==> src/rtl/hazard_ctrl.sv <==
// ID-stage hazard controller: load-use stalls, multi-cycle branch flushes, mem-wait freezes.
// Optional performance counters (stall_cnt/flush_cnt) are enabled by defining HAZARD_PERF_CNT_EN.
module hazard_ctrl #(
    parameter int REG_ADDR_W   = 4,
    parameter int FLUSH_CYCLES = 1,
    parameter int CNT_W        = 16
) (
    input  logic                  clk,
    input  logic                  rst_n,
    input  logic [REG_ADDR_W-1:0] IF_ID_rs1,
    input  logic [REG_ADDR_W-1:0] IF_ID_rs2,
    input  logic                  IF_ID_use_rs1,
    input  logic                  IF_ID_use_rs2,
    input  logic [REG_ADDR_W-1:0] ID_EX_rd,
    input  logic                  ID_EX_MemRead,
    input  logic [1:0]            ID_EX_RegWrite,
    input  logic                  branch_taken,
    input  logic                  mem_wait,
    output logic                  Delay,
    output logic                  PCWrite,
    output logic                  IF_ID_Write,
    output logic                  IF_ID_Flush,
    output logic                  pipe_hold
`ifdef HAZARD_PERF_CNT_EN
    ,
    output logic [CNT_W-1:0]      stall_cnt,
    output logic [CNT_W-1:0]      flush_cnt
`endif
);

    typedef enum logic {RUN, FLUSH} state_t;

    localparam logic [2:0] FLUSH_INIT = 3'(FLUSH_CYCLES - 1);

    state_t     state_q, state_d;
    logic [2:0] fcnt_q, fcnt_d;
    logic       lu;

    assign lu = ID_EX_MemRead && (ID_EX_RegWrite != 2'b00) &&
                ((IF_ID_use_rs1 && (IF_ID_rs1 == ID_EX_rd)) ||
                 (IF_ID_use_rs2 && (IF_ID_rs2 == ID_EX_rd)));

    always_comb begin
        state_d     = state_q;
        fcnt_d      = fcnt_q;
        Delay       = 1'b0;
        PCWrite     = 1'b1;
        IF_ID_Write = 1'b1;
        IF_ID_Flush = 1'b0;
        pipe_hold   = 1'b0;
        if (mem_wait) begin
            pipe_hold   = 1'b1;
            PCWrite     = 1'b0;
            IF_ID_Write = 1'b0;
        end else if (state_q == FLUSH) begin
            IF_ID_Flush = 1'b1;
            Delay       = 1'b1;
            fcnt_d      = fcnt_q - 3'd1;
            if (fcnt_q == 3'd1) begin
                state_d = RUN;
            end
        end else if (branch_taken) begin
            // Any coincident load-use is on the wrong path, so the flush wins.
            IF_ID_Flush = 1'b1;
            Delay       = 1'b1;
            if (FLUSH_CYCLES > 1) begin
                state_d = FLUSH;
                fcnt_d  = FLUSH_INIT;
            end
        end else if (lu) begin
            Delay       = 1'b1;
            PCWrite     = 1'b0;
            IF_ID_Write = 1'b0;
        end
    end

    always_ff @(posedge clk or negedge rst_n) begin
        if (!rst_n) begin
            state_q <= RUN;
            fcnt_q  <= 3'd0;
        end else begin
            state_q <= state_d;
            fcnt_q  <= fcnt_d;
        end
    end

`ifdef HAZARD_PERF_CNT_EN
    logic [CNT_W-1:0] stall_cnt_q, stall_cnt_d;
    logic [CNT_W-1:0] flush_cnt_q, flush_cnt_d;
    logic             stall_evt;

    assign stall_evt = mem_wait || ((state_q == RUN) && !branch_taken && lu);

    always_comb begin
        stall_cnt_d = stall_cnt_q;
        flush_cnt_d = flush_cnt_q;
        if (stall_evt && (stall_cnt_q != '1)) begin
            stall_cnt_d = stall_cnt_q + 1'b1;
        end
        if (IF_ID_Flush && (flush_cnt_q != '1)) begin
            flush_cnt_d = flush_cnt_q + 1'b1;
        end
    end

    always_ff @(posedge clk or negedge rst_n) begin
        if (!rst_n) begin
            stall_cnt_q <= '0;
            flush_cnt_q <= '0;
        end else begin
            stall_cnt_q <= stall_cnt_d;
            flush_cnt_q <= flush_cnt_d;
        end
    end

    assign stall_cnt = stall_cnt_q;
    assign flush_cnt = flush_cnt_q;
`else
    // Counter width is only meaningful with the counters present.
    logic [CNT_W-1:0] unused_cnt_w;
    assign unused_cnt_w = '0;
`endif

endmodule

==> config.mk <==
export PLATFORM = sky130hd
export DESIGN_NAME = hazard_ctrl
export DESIGN_NICKNAME = d
export VERILOG_FILES = /design/src/rtl/hazard_ctrl.sv
export SDC_FILE = /design/constraint.sdc
export NUM_CORES = 1
export LEC_CHECK = 0
export CORE_AREA = 2 2 39 41
export CTS_CLUSTER_DIAMETER = 150
export CTS_CLUSTER_SIZE = 16
export DETAILED_ROUTE_END_ITERATION = 8
export DIE_AREA = 0 0 41 43
export HOLD_SLACK_MARGIN = 0.1
export MAX_ROUTING_LAYER = met4
export PLACE_DENSITY_LB_ADDON = 0.05
export SLEW_MARGIN = 20
export SYNTH_ARGS = -nofsm -noshare
export SYNTH_HDL_FRONTEND = slang
export SYNTH_SLANG_ARGS = --single-unit
==> constraint.sdc <==
create_clock -name clk -period 3.1 [get_ports clk]
set_clock_uncertainty 0.15 [all_clocks]
set_input_delay 0.465 -clock clk [delete_from_list [all_inputs] [get_ports clk]]
set_output_delay 0.465 -clock clk [all_outputs]
set_load 0.02 [all_outputs]
======== Word-level counts from Yosys, hierarchy flattened ========
Index checks and enable logic that the tools add are counted.
operators by class
  add/sub/neg operators ................... 1
  eq/ne operators ......................... 3
  mux-type cells .......................... 14
  bitwise logic cells ..................... 1
  reduce and logical (&&, ||, !) cells .... 7
operators by type and width
  operator                                           number
  2-to-1 mux 1 bit                                   14
  == test 4 bit                                      2
  logical AND 1 bit                                  4
  == test 3 x 1 -> 1 bit (second input constant)     1
  subtractor 3 x 1 -> 3 bit (second input constant)  1
  AND reduction 2 bit                                1
  nonzero test 2 bit                                 1
  logical OR 1 bit                                   1
  NOT 1 bit                                          1
word-level totals
  flip-flop bits (word level) ............. 4
  input bits .............................. 21
  output and inout port bits .............. 5

======== Longest topological paths before layout ========
  depth in word-level cells ............... 8
  mapped depth ............................ 5
  depth with buffers taken out ............ 4

======== Worst setup path after synthesis ========
Ideal clock, no wire load.
  path type ............................... in2out
  from .................................... input port ID_EX_rd[2]
  to ...................................... output port PCWrite
  arrival ................................. 1,388 ps
  setup slack ............................. 1,097 ps
  stages on the path ...................... 5
  cell sequence ........................... xnor2_1 nand3_1 o22ai_2 a21oi_1 buf_4
on the way
  longest elaborated chain between the ends .. 8
  elaborated cells on any way between the ends .. 10
  classes of those cells .................. 2 x eq/ne; 4 x mux; 4 x reduce/logical
ends and longest elaborated chain
  item                                  line    RTL
  start, declared                       14      input logic [REG_ADDR_W-1:0] ID_EX_rd,
  == test 4 bit (on tied branches)      40, 41
  logical AND 1 bit (on tied branches)  40, 41
  logical OR 1 bit *                    40      ((IF_ID_use_rs1 && (IF_ID_rs1 == ID_EX_rd)) ||
  logical AND 1 bit *                   39      assign lu = ID_EX_MemRead && (ID_EX_RegWrite != 2'b00) &&
  2-to-1 mux 1 bit * (4 in a row)       n/a
  end, declared                         20      output logic PCWrite,
Every way passes the cells marked *; elsewhere a longest branch is shown, timed or not.

======== Worst setup path after layout ========
  from .................................... input port ID_EX_rd[1]
  to ...................................... output port Delay
on the way
  longest elaborated chain between the ends .. 8
  elaborated cells on any way between the ends .. 10
  classes of those cells .................. 2 x eq/ne; 4 x mux; 4 x reduce/logical
ends and longest elaborated chain
  item                                  line    RTL
  == test 4 bit (on tied branches)      40, 41
  logical AND 1 bit (on tied branches)  40, 41
  logical OR 1 bit *                    40
  logical AND 1 bit *                   39
  2-to-1 mux 1 bit *                    70      end else if (lu) begin
  2-to-1 mux 1 bit *                    62      end else if (branch_taken) begin
  2-to-1 mux 1 bit *                    55      end else if (state_q == FLUSH) begin
  2-to-1 mux 1 bit *                    51      if (mem_wait) begin
  end, declared                         19      output logic Delay,
Marks and branches as above.

==> results.rst <==
.. list-table::
   :header-rows: 1

   * - Metric
     - Value
   * - Outcome
     - complete, no violations
   * - Final total negative setup slack
     - 0 ps
   * - Combined area of all synthesized cells
     - around 330 sq um
   * - Launching element type of the critical path
     - input port
   * - DIE HEIGHT
     - between 40 and 50 microns
   * - Type of element capturing the critical path
     - output port
   * - Time the final worst path needs with I/O delays and setup
     - around 2700 ps
   * - Count of boundary I/O pins
     - 26
   * - Static leakage
     - around 0.24 nW
   * - Mean Syn Cell Area
     - approximately 8.8 sq um
   * - Transition time at the pin with the least slew margin
     - 251 ps
   * - Post-Synthesis Cells
     - 38
   * - PwrDens
     - about 280 nW/um^2
   * - Detail-routed via count per cell
     - 4.29
   * - Input/output buffers
     - 25
   * - Slowest stage cell on the critical path
     - sky130_fd_sc_hd__clkdlybuf4s50_1
   * - Relative slew slack
     - 0.831
   * - Ordered cell list for the critical path
     - clkdlybuf4s50_1 -> xnor2_1 -> nand3_1 -> o22ai_2 -> a21o_1 -> clkdlybuf4s50_1
   * - Total Die Area
     - about 1800 sq um
   * - Total power of the final layout
     - approximately 170 uW
   * - Biggest cell delay along the critical path
     - just under 600 ps
   * - Worst hold path class
     - input port to async pin
   * - Router iterations before antenna repair
     - 1
   * - Post-CTS setup repair buffer count
     - 0
   * - Global-route congestion overflow total
     - 0
   * - Yosys warning count
     - 0
   * - Kind of cell with the highest combined delay on the critical path
     - buffers and inverters
   * - Final-report hold violation count
     - 0
   * - CTS tree
     - done
   * - RSZ-0062 raised after global routing
     - no
   * - Required time at the endpoint of the critical path
     - 2480 ps
   * - Final setup vio count
     - 0
   * - Worst endpoint data arrival time
     - approximately 2100 ps
   * - Number of DRC markers after the initial detailed-route iteration
     - 0
   * - Non-filler cells in the finished layout
     - 80
   * - Number of remaining DRC errors
     - 0
   * - Total global routing track utilization
     - 0.112
   * - Total number of H-tree levels
     - 1
   * - Final slew viol count
     - 0
   * - Period utilization
     - 0.882
   * - Flop and latch count out of synthesis
     - 4
   * - Maximum number of pins on one net before global-route repair
     - 8
   * - Number of global-route vias before repair
     - 329
   * - Number of buffer and inverter instances along the worst setup path
     - 2
   * - Post-CTS sizing
     - 0
   * - Critical Path Most Common Cell
     - sky130_fd_sc_hd__clkdlybuf4s50_1
   * - Final #Nets
     - 89
   * - Reg-to-reg setup timing slack
     - roughly 2000 ps
   * - Max frequency
     - roughly 0.37 GHz
   * - Area growth syn-to-layout
     - 83.1%
   * - Number of hold buffers added after CTS
     - 0
   * - Share of the yosys chip area belonging to registers
     - 0.300
   * - Largest driver fanout on the critical path
     - 2
   * - Effective utilization at floorplan
     - 0.241
   * - Ratio of cells with drive above 1 in the final layout
     - 0.0625
   * - Worst setup path class
     - input port to output port
   * - Clock transition at the register clock pins on the worst setup and hold paths after CTS
     - ~30 ps
   * - Sink count of the clock tree
     - 4
   * - Number of buffers on the longest clock path
     - 2
   * - Library cell used as clock root buffer
     - sky130_fd_sc_hd__clkbuf_4
   * - Detailed-route wire length
     - a little under 800 microns
   * - Number of placed instances, taps included
     - 77
   * - Mapped Nets
     - 61
   * - RD Place Congestion
     - between 0.6 and 0.7
   * - Worst vdd ir
     - 165 uV
   * - Clock insertion delay at the later pin of the skew report
     - between 200 and 250 ps
   * - ANT nets after route
     - 0
   * - Number of distinct library cell variants in the gate-level netlist after synthesis
     - 16
   * - MaxCap Viol Count
     - 0
   * - Wire length of the first global-routing pass
     - 1320 microns
   * - Initial antenna violation count
     - 0
   * - WL per Instance
     - roughly 10 microns
   * - Clock buffers created by TritonCTS
     - 3
   * - Placeable core region
     - approximately 1400 sq um
   * - Total via count after detailed routing
     - 343
   * - Chip Width
     - slightly above 40 microns
   * - Cell Rows
     - 14
   * - Half-perimeter wire length after detailed placement
     - approximately 660 microns
   * - # diodes
     - 0
## per-layer routing
layer / wire (microns) / vias up / track usage / part of all wire
li1: - / 175 / - / -
met1: 365 / 154 / 0.141 / 0.46
met2: 334 / 14 / 0.163 / 0.42
met3: 96 / 0 / 0.0209 / 0.12
met4: 0 / 0 / 0.0600 / 0
met5: 0 / - / - / 0
## state kept, by name (all words and copies together) (netlist names)
name	flops
fcnt_q	3
state_q	1
## path summary, 6_finish.rpt
check	depth (start not counted)	end	startpoint
worst max-delay path	6	Delay	ID_EX_rd[1]
worst min-delay path	1	state_q	rst_n
worst max register to register	4	state_q	fcnt_q[1]
worst min register to register	1	fcnt_q[2]	fcnt_q[2]
max in group asynchronous	1	fcnt_q[1]	rst_n
min in group clk	1	fcnt_q[2]	fcnt_q[2]
## cell type report
cell class	count	area (sq um)
clock buffers	3	22.5
fillers	156	772
inverters	3	11.3
multi-input cells	29	208
flip-flops and latches	4	100
well taps	16	20.0
repair buffers	25	250
## synth_stat cells, drive strengths merged
library cell  instances  area share
nor2                  3       0.034
nand2                 3       0.034
xnor2                10        0.26
o21ai                 2       0.030
o31a                  1       0.026
buf                   2       0.045
o22ai                 1       0.037
nor3                  1       0.015
ha                    2       0.075
nand2b                1       0.019
a21oi                 1       0.015
nand3                 2       0.030
nand3b                1       0.022
inv                   3       0.034
a21o                  1       0.022
dfrtp                 4        0.30
## power breakdown
part	switching [mW]	internal, mW
clock	0.0178	0.0431
combinational	0.0203	0.0382
sequential	0	0.0525
## worst reg2reg max path, stage by stage, from the launching register on
cell	delay [ps]
sky130_fd_sc_hd__dfrtp_1	360
sky130_fd_sc_hd__inv_1	70
sky130_fd_sc_hd__ha_1	130
sky130_fd_sc_hd__inv_1	30
sky130_fd_sc_hd__o31a_1	260
## per-stage QoR
| step | cell area [sq um] | hold slack (ps) | worst slack (ps) | utilization |
|---|---|---|---|---|
| detailed placement | 589 | 317 | 354 | 0.426 |
| finish | 612 | 287 | 366 | 0.442 |
| global placement | 589 | 319 | 345 | 0.426 |
| global route | 612 | 291 | 255 | 0.442 |
| CTS | 612 | 281 | 343 | 0.442 |
| floorplan | 334 | 19.4 | 1100 | - |
## cell families after synthesis
| family | share of synthesized area |
|---|---|
| xor gates and xnor gates | 0.262 |
| AOI/OAI and AO/OA | 0.131 |
| adders and majority gates | 0.0749 |
| DFF | 0.300 |
| buffers and inverters | 0.0786 |
| and+or+nand+nor | 0.154 |
## cell usage in the layout, fill, tap and decap left out
master                            instances
sky130_fd_sc_hd__a21o_1                   1
sky130_fd_sc_hd__a21oi_1                  1
sky130_fd_sc_hd__clkbuf_4                 3
sky130_fd_sc_hd__clkdlybuf4s50_1         25
sky130_fd_sc_hd__dfrtp_1                  4
sky130_fd_sc_hd__ha_1                     2
sky130_fd_sc_hd__inv_1                    3
sky130_fd_sc_hd__nand2_1                  3
sky130_fd_sc_hd__nand2b_1                 1
sky130_fd_sc_hd__nand3_1                  2
sky130_fd_sc_hd__nand3b_1                 1
sky130_fd_sc_hd__nor2_1                   3
sky130_fd_sc_hd__nor3_1                   1
sky130_fd_sc_hd__o21ai_0                  2
sky130_fd_sc_hd__o22ai_2                  1
sky130_fd_sc_hd__o31a_1                   1
sky130_fd_sc_hd__xnor2_1                 10
No activity file was read; power rests on OpenSTA's default activity.
